===== src/rtl/mac_pe_param_if.sv =====
// mac_pe_param_if: operand/result handshake bundle for the MAC processing element.
// master drives operands and consumes results; slave is the PE.
interface mac_pe_param_if #(
  parameter int DATA_W = 8,
  parameter int ACC_W  = 20,
  parameter int OUT_W  = 8
);
  logic [1:0]               mode_i;
  logic                     in_valid;
  logic                     in_ready;
  logic signed [DATA_W-1:0] pe_in;
  logic signed [DATA_W-1:0] pe_filter;
  logic signed [ACC_W-1:0]  psum_in;
  logic                     out_valid;
  logic                     out_ready;
  logic signed [OUT_W-1:0]  pe_out;
  logic                     window_done;

  modport master (
    output mode_i, in_valid, pe_in, pe_filter, psum_in, out_ready,
    input  in_ready, out_valid, pe_out, window_done
  );

  modport slave (
    input  mode_i, in_valid, pe_in, pe_filter, psum_in, out_ready,
    output in_ready, out_valid, pe_out, window_done
  );
endinterface


===== src/rtl/mac_pe_param.sv =====
// mac_pe_param: two-stage signed multiply-accumulate PE. Stage 1 registers one
// operand pair per cycle; stage 2 multiplies and accumulates KERNEL_LEN products,
// then loads a held, backpressured output register.
// Optional feature macro: PE_SAT_EN -- when defined, pe_out is the window result
// clamped to the signed OUT_W range; otherwise it is the truncated low bits.
module mac_pe_param #(
  parameter int DATA_W     = 8,
  parameter int KERNEL_LEN = 9,
  parameter int ACC_W      = 20,
  parameter int OUT_W      = 8
) (
  input  logic            clk,
  input  logic            rst_n,
  mac_pe_param_if.slave   io_bus
);
  localparam int CNT_W  = (KERNEL_LEN > 1) ? $clog2(KERNEL_LEN) : 1;
  localparam int PROD_W = 2 * DATA_W;
  localparam logic [CNT_W-1:0] CNT_LAST = CNT_W'(KERNEL_LEN - 1);

  generate
    if (KERNEL_LEN < 1) begin : g_bad_klen
      $error("mac_pe_param: KERNEL_LEN must be >= 1");
    end
    if (ACC_W < PROD_W + $clog2(KERNEL_LEN)) begin : g_bad_accw
      $error("mac_pe_param: ACC_W too narrow for KERNEL_LEN products");
    end
    if (OUT_W > ACC_W) begin : g_bad_outw
      $error("mac_pe_param: OUT_W must not exceed ACC_W");
    end
  endgenerate

  logic signed [DATA_W-1:0] r_s1_in, r_s1_filter;
  logic [1:0]               r_s1_mode;
  logic                     r_s1_valid;
  logic signed [ACC_W-1:0]  r_acc;
  logic [CNT_W-1:0]         r_cnt;
  logic signed [OUT_W-1:0]  r_out;
  logic                     r_out_valid;
  logic                     r_window_done;

  logic                     w_clear, w_stall, w_accept, w_fire, w_last;
  logic signed [PROD_W-1:0] w_prod;
  logic signed [ACC_W-1:0]  w_prod_ext, w_psum, w_result;
  logic signed [OUT_W-1:0]  w_out;

  // mode 11 is reserved and behaves as a clear
  assign w_clear  = (io_bus.mode_i == 2'b00) || (io_bus.mode_i == 2'b11);
  assign w_stall  = r_out_valid && !io_bus.out_ready;
  assign w_accept = io_bus.in_valid && io_bus.in_ready;
  // a clear discards any element sitting in stage 1
  assign w_fire   = r_s1_valid && !w_stall && !w_clear;
  assign w_last   = (r_cnt == CNT_LAST);

  assign w_prod     = r_s1_in * r_s1_filter;
  assign w_prod_ext = ACC_W'(w_prod);
  // chaining is decided by the element carrying the last product
  assign w_psum     = (r_s1_mode == 2'b10) ? io_bus.psum_in : '0;
  assign w_result   = r_acc + w_prod_ext + w_psum;

`ifdef PE_SAT_EN
  localparam logic signed [ACC_W-1:0] SAT_MAX = ACC_W'((longint'(1) << (OUT_W - 1)) - 1);
  localparam logic signed [ACC_W-1:0] SAT_MIN = ~SAT_MAX;
  // clamp the window result to the signed output range
  always_comb begin
    w_out = w_result[OUT_W-1:0];
    if (w_result > SAT_MAX)      w_out = SAT_MAX[OUT_W-1:0];
    else if (w_result < SAT_MIN) w_out = SAT_MIN[OUT_W-1:0];
  end
`else
  assign w_out = w_result[OUT_W-1:0];
`endif

  assign io_bus.in_ready    = !w_stall && !w_clear;
  assign io_bus.out_valid   = r_out_valid;
  assign io_bus.pe_out      = r_out;
  assign io_bus.window_done = r_window_done;

  // stage 1: capture the accepted operand pair and its mode
  always_ff @(posedge clk or negedge rst_n) begin
    if (!rst_n) begin
      r_s1_valid  <= 1'b0;
      r_s1_in     <= '0;
      r_s1_filter <= '0;
      r_s1_mode   <= 2'b00;
    end else if (w_clear) begin
      r_s1_valid <= 1'b0;
    end else if (!w_stall) begin
      r_s1_valid <= w_accept;
      if (w_accept) begin
        r_s1_in     <= io_bus.pe_in;
        r_s1_filter <= io_bus.pe_filter;
        r_s1_mode   <= io_bus.mode_i;
      end
    end
  end

  // stage 2: accumulate products and count positions within the window
  always_ff @(posedge clk or negedge rst_n) begin
    if (!rst_n) begin
      r_acc <= '0;
      r_cnt <= '0;
    end else if (w_clear) begin
      r_acc <= '0;
      r_cnt <= '0;
    end else if (w_fire) begin
      if (w_last) begin
        r_acc <= '0;
        r_cnt <= '0;
      end else begin
        r_acc <= r_acc + w_prod_ext;
        r_cnt <= r_cnt + CNT_W'(1);
      end
    end
  end

  // output register: load on window completion, drop valid once consumed
  always_ff @(posedge clk or negedge rst_n) begin
    if (!rst_n) begin
      r_out         <= '0;
      r_out_valid   <= 1'b0;
      r_window_done <= 1'b0;
    end else begin
      r_window_done <= w_fire && w_last;
      if (w_fire && w_last) begin
        r_out       <= w_out;
        r_out_valid <= 1'b1;
      end else if (io_bus.out_ready) begin
        r_out_valid <= 1'b0;
      end
    end
  end
endmodule

===== src/flat_wrapper.sv =====
// flat-port wrapper written by rule: the top's interface ports become plain ports
module mac_pe_param_flat 
#(
  parameter int DATA_W     = 8,
  parameter int KERNEL_LEN = 9,
  parameter int ACC_W      = 20,
  parameter int OUT_W      = 8
)
  (clk, rst_n, io_bus_mode_i, io_bus_in_valid, io_bus_pe_in, io_bus_pe_filter, io_bus_psum_in, io_bus_out_ready, io_bus_in_ready, io_bus_out_valid, io_bus_pe_out, io_bus_window_done);
  mac_pe_param_if #(.DATA_W(DATA_W), .ACC_W(ACC_W), .OUT_W(OUT_W)) io_bus_i ();
  input  logic clk;
  input  logic rst_n;
  input wire logic [$bits(io_bus_i.mode_i)-1:0] io_bus_mode_i;
  input wire logic [$bits(io_bus_i.in_valid)-1:0] io_bus_in_valid;
  input wire logic [$bits(io_bus_i.pe_in)-1:0] io_bus_pe_in;
  input wire logic [$bits(io_bus_i.pe_filter)-1:0] io_bus_pe_filter;
  input wire logic [$bits(io_bus_i.psum_in)-1:0] io_bus_psum_in;
  input wire logic [$bits(io_bus_i.out_ready)-1:0] io_bus_out_ready;
  output wire logic [$bits(io_bus_i.in_ready)-1:0] io_bus_in_ready;
  output wire logic [$bits(io_bus_i.out_valid)-1:0] io_bus_out_valid;
  output wire logic [$bits(io_bus_i.pe_out)-1:0] io_bus_pe_out;
  output wire logic [$bits(io_bus_i.window_done)-1:0] io_bus_window_done;
  assign io_bus_i.mode_i = io_bus_mode_i;
  assign io_bus_i.in_valid = io_bus_in_valid;
  assign io_bus_i.pe_in = io_bus_pe_in;
  assign io_bus_i.pe_filter = io_bus_pe_filter;
  assign io_bus_i.psum_in = io_bus_psum_in;
  assign io_bus_i.out_ready = io_bus_out_ready;
  assign io_bus_in_ready = io_bus_i.in_ready;
  assign io_bus_out_valid = io_bus_i.out_valid;
  assign io_bus_pe_out = io_bus_i.pe_out;
  assign io_bus_window_done = io_bus_i.window_done;
  mac_pe_param #(.DATA_W(DATA_W), .KERNEL_LEN(KERNEL_LEN), .ACC_W(ACC_W), .OUT_W(OUT_W)) u_core (.clk(clk), .rst_n(rst_n), .io_bus(io_bus_i));
endmodule

===== config.mk =====
export PLATFORM = sky130hd
export DESIGN_NAME = mac_pe_param_flat
export DESIGN_NICKNAME = d
export VERILOG_FILES = /design/src/rtl/mac_pe_param_if.sv /design/src/rtl/mac_pe_param.sv /design/src/flat_wrapper.sv
export SDC_FILE = /design/constraint.sdc
export NUM_CORES = 1
export LEC_CHECK = 0
export CORE_MARGIN = 2
export CORE_UTILIZATION = 35
export DETAILED_ROUTE_END_ITERATION = 8
export HOLD_SLACK_MARGIN = 0.06
export PLACE_DENSITY_LB_ADDON = 0.1
export SETUP_SLACK_MARGIN = 0.5
export SYNTH_ARGS = -nofsm -noshare
export SYNTH_HDL_FRONTEND = slang
export SYNTH_SLANG_ARGS = --single-unit

===== constraint.sdc =====
create_clock -name clk -period 5.35 [get_ports clk]
set_input_delay 0.8025 -clock clk [delete_from_list [all_inputs] [get_ports clk]]
set_output_delay 0.8025 -clock clk [all_outputs]
set_load 0.03 [all_outputs]

==> results_dict.tcl <==
set metrics [dict create \
    run_status "complete, no violations" \
    die_area_um2 9190 \
    start_kind "flop" \
    yosys_most_used_dff "sky130_fd_sc_hd__dfrtp_1" \
    drt-pass1-iter-count 4 \
    route.detailed.wl_per_inst_um 14.0 \
    critPathMaxFanout 6 \
    final_nets 423 \
    globalRouteMet3Util_pct 2.27 \
    syn_nets 371 \
    mean_syn_cell_area_um2 10.5 \
    floorplan.io_pins 53 \
    max-vdd-ir-drop_mv 0.349 \
    multi_input_comb_area_um2 1810 \
    synthXorXnorAreaFrac_pct 8.69 \
    maxSlewHeadroom_pct 36.4 \
    required_ns 5.53 \
    drive_above_1_share_pct 14.1 \
    fp.coreArea_um2 8220 \
    timing_worst_slew_pin_value_ns 0.954 \
    fin_crit_ns 4.66 \
    synth.top_cells.by_area "sky130_fd_sc_hd__dfrtp_1 (35%), sky130_fd_sc_hd__fa_1 (13%), sky130_fd_sc_hd__ha_1 (12%)" \
    clk-insertion-delay-late_ns 0.29 \
    clock-skew-final_ns 0.00684 \
    drv_cap 0 \
    global_route_wire_length_before_repair_mm 10.1 \
    clock_path_buffers 2 \
    synthesis.area_um2 2950 \
    grt_start_max_net_pins 42 \
    viasPerCell 4.54 \
    synth_top_area_share_pct 34.7 \
    synth_enable_flop_cells 0 \
    grt-busiest-layer "met2" \
    design_area_um2 3700 \
    clkTransAtPathRegs_ns 0.08 \
    register_area_um2 1030 \
    initial_utilization_pct 35.9 \
    fmax_mhz 215 \
    synth_mux_area_share_pct 7.33 \
    ys_top_cells_by_count "sky130_fd_sc_hd__nand2_1 (44), sky130_fd_sc_hd__dfrtp_1 (41), sky130_fd_sc_hd__inv_1 (36)" \
    detail_route.drc_violations 0 \
    async_reset_ff_share_pct 100 \
    synth_most_common_cell "sky130_fd_sc_hd__nand2_1" \
    grt_met2_use_pct 22.3 \
    fin_cells 439 \
    vias_in_the_first_global_route 2015 \
    dieHeight_um 95.9 \
    antenna_violations_before_repair 0 \
    dpl.hpwl_mm 4.78 \
    diodes 0 \
    yosys_reg_bits 41 \
    worst-setup-path-type "flop to flop" \
    cp.arrival_ns 4.84 \
    cts_tree "yes" \
    synth-compound-area-share_pct 7.29 \
    synthesis.instances 281 \
    synth_cell_type_count 29 \
    yosysWarnings 0 \
    number_of_pins_exceeding_their_max_slew_limit_in_the_final_report 0 \
    placed_cells_incl_taps 425 \
    power_density_normalized_to_cell_area_nw_per_um2 753 \
    gr-usage-all-layers_pct 14.6 \
    setup.worst_path.end_class "flop" \
    cts_inserted_buffers 5 \
    dr_iter_0_viols 74 \
    root_cell_of_the_clock_tree "sky130_fd_sc_hd__clkbuf_8" \
    synth_adder_area_share_pct 25.2 \
    postPlaceCellArea_um2 3490 \
    die_w_um 95.9 \
    layout_worst_path_cycle_share_pct 87.1 \
    power.static_leakage_nw 1.82 \
    final_antenna_net_count 0 \
    totalNegativeSetupSlack_ns 0 \
    fraction_of_the_yosys_area_taken_by_sequential_cells_pct 34.7 \
    type_of_the_most_critical_hold_path "flop to flop" \
    routed_wl_mm 6.13 \
    gp_congestion 0.741 \
    globalRoute.totalOverflow 0 \
    timing.final.hold_violations 0 \
    number_of_h_tree_levels 2 \
    vias 1995 \
    synth_top_family_by_area "adder cells" \
    grtUsageMet1_pct 21.4 \
    cts_sinks 41 \
    setup_repair_after_global_routing_missed_its_margin "no" \
    portBuffers 40 \
    synth_largest_area_cell "sky130_fd_sc_hd__dfrtp_1" \
    final.fill_count 811 \
    synthSimpleGateAreaFrac_pct 11.7 \
    report.final.setup_viol 0 \
    area_delta_synth_final_pct 25.4 \
    cts_hold_buf 0 \
    core.rowCount 33 \
]
-- cell families (layout without fill, tap and decap cells) --
family | Yosys count | in the layout
AOI/OAI and AO/OA | 34 | 34
xor gates and xnor gates | 23 | 23
adders and majority gates | 48 | 48
buffers and inverters | 40 | 93
DFF | 41 | 41
muxes | 19 | 19
and+or+nand+nor | 76 | 76
-- placed cells by master, fill, tap and decap left out, types with 12 or more instances in the layout --
| cell | Yosys | routed |
|---|---|---|
| sky130_fd_sc_hd__dfrtp_1 | 41 | 38 |
| sky130_fd_sc_hd__ha_1 | 29 | 28 |
| sky130_fd_sc_hd__o21ai_0 | 12 | 12 |
| sky130_fd_sc_hd__fa_1 | 19 | 18 |
| sky130_fd_sc_hd__clkdlybuf4s50_1 | 0 | 39 |
| sky130_fd_sc_hd__xnor2_1 | 13 | 12 |
| sky130_fd_sc_hd__mux2_2 | 17 | 17 |
| sky130_fd_sc_hd__and2_1 | 18 | 18 |
| sky130_fd_sc_hd__inv_1 | 36 | 35 |
| sky130_fd_sc_hd__nand2_1 | 44 | 44 |
-- routing by layer --
layer  share of wire (%)  vias to the layer above  routed length, um
met3                 2.3                        6                140
met1                  51                      949               3140
li1                    -                     1009                  -
met2                  45                       31               2760
met5                   0                        -                  0
met4                 1.4                        0                 85
-- layout make-up --
cell class              count  share of cell area, %
clock buffers               5                   1.86
well taps                 105                   3.55
clock inverters             3                   1.76
inverters                  36                   3.65
multi-input cells         200                   48.9
repair buffers             49                   12.5
flip-flops and latches     41                   27.8
-- registers in the layout, summed over array words and instances (netlist names) --
register,cells
u_core.r_cnt,4
u_core.io_bus.pe_out,8
u_core.r_s1_in,8
u_core.r_acc,8
u_core.r_s1_mode,2
u_core.io_bus.out_valid,1
u_core.r_s1_valid,1
u_core.r_s1_filter,8
u_core.io_bus.window_done,1
-- what timing repair did --
item	CTS	global route
hold endpoints to repair	0	0
endpoints found under the setup margin	1	1
resized for setup	8	2
pin swaps	1	4
setup buffers	3	3
-- final timing paths --
check | start | end | slack, ns | cells after the start
hold / removal | u_core.io_bus.pe_out[4] | u_core.io_bus.pe_out[4] | 0.49 | 2
max in group asynchronous | rst_n | u_core.r_s1_filter[1] | 4.04 | 1
setup / recovery | u_core.r_s1_filter[1] | u_core.io_bus.pe_out[7] | 0.69 | 15
setup reg to reg | u_core.r_s1_filter[1] | u_core.io_bus.pe_out[7] | 0.69 | 15
min in group asynchronous | rst_n | u_core.io_bus.pe_out[4] | 0.66 | 1
hold reg to reg | u_core.io_bus.pe_out[4] | u_core.io_bus.pe_out[4] | 0.49 | 2
-- critical path, cell delays in order, from the launching register on --
cell and delay (ns):
sky130_fd_sc_hd__dfrtp_2 0.41, sky130_fd_sc_hd__nand2_1 0.08, sky130_fd_sc_hd__fa_1 0.50, sky130_fd_sc_hd__inv_1 0.05
sky130_fd_sc_hd__fa_1 0.50, sky130_fd_sc_hd__inv_1 0.05, sky130_fd_sc_hd__fa_1 0.48, sky130_fd_sc_hd__inv_1 0.06
sky130_fd_sc_hd__fa_1 0.47, sky130_fd_sc_hd__ha_1 0.31, sky130_fd_sc_hd__ha_1 0.35, sky130_fd_sc_hd__a21oi_2 0.18
sky130_fd_sc_hd__xnor2_1 0.14, sky130_fd_sc_hd__xnor3_2 0.31, sky130_fd_sc_hd__xnor3_1 0.39, sky130_fd_sc_hd__mux2_4 0.26
-- power by group --
part | switching, W | internal, W
combinational | 0.000962 | 0.00109
sequential | 0.0000591 | 0.000373
clock | 0.000113 | 0.000185
-- through the flow --
step           power (W)  worst slack (ns)  utilization [%]  hold slack (ns)
2_1_floorplan    0.00185             0.643                -            0.450
3_3_place_gp     0.00229             0.358             42.4            0.467
5_1_grt          0.00307             0.506             45.1            0.524
4_1_cts          0.00278             0.537             44.8            0.492
6_report         0.00279             0.690             45.1            0.486
3_5_place_dp     0.00230             0.343             42.4            0.461
No activity file was read; power rests on OpenSTA's default activity.
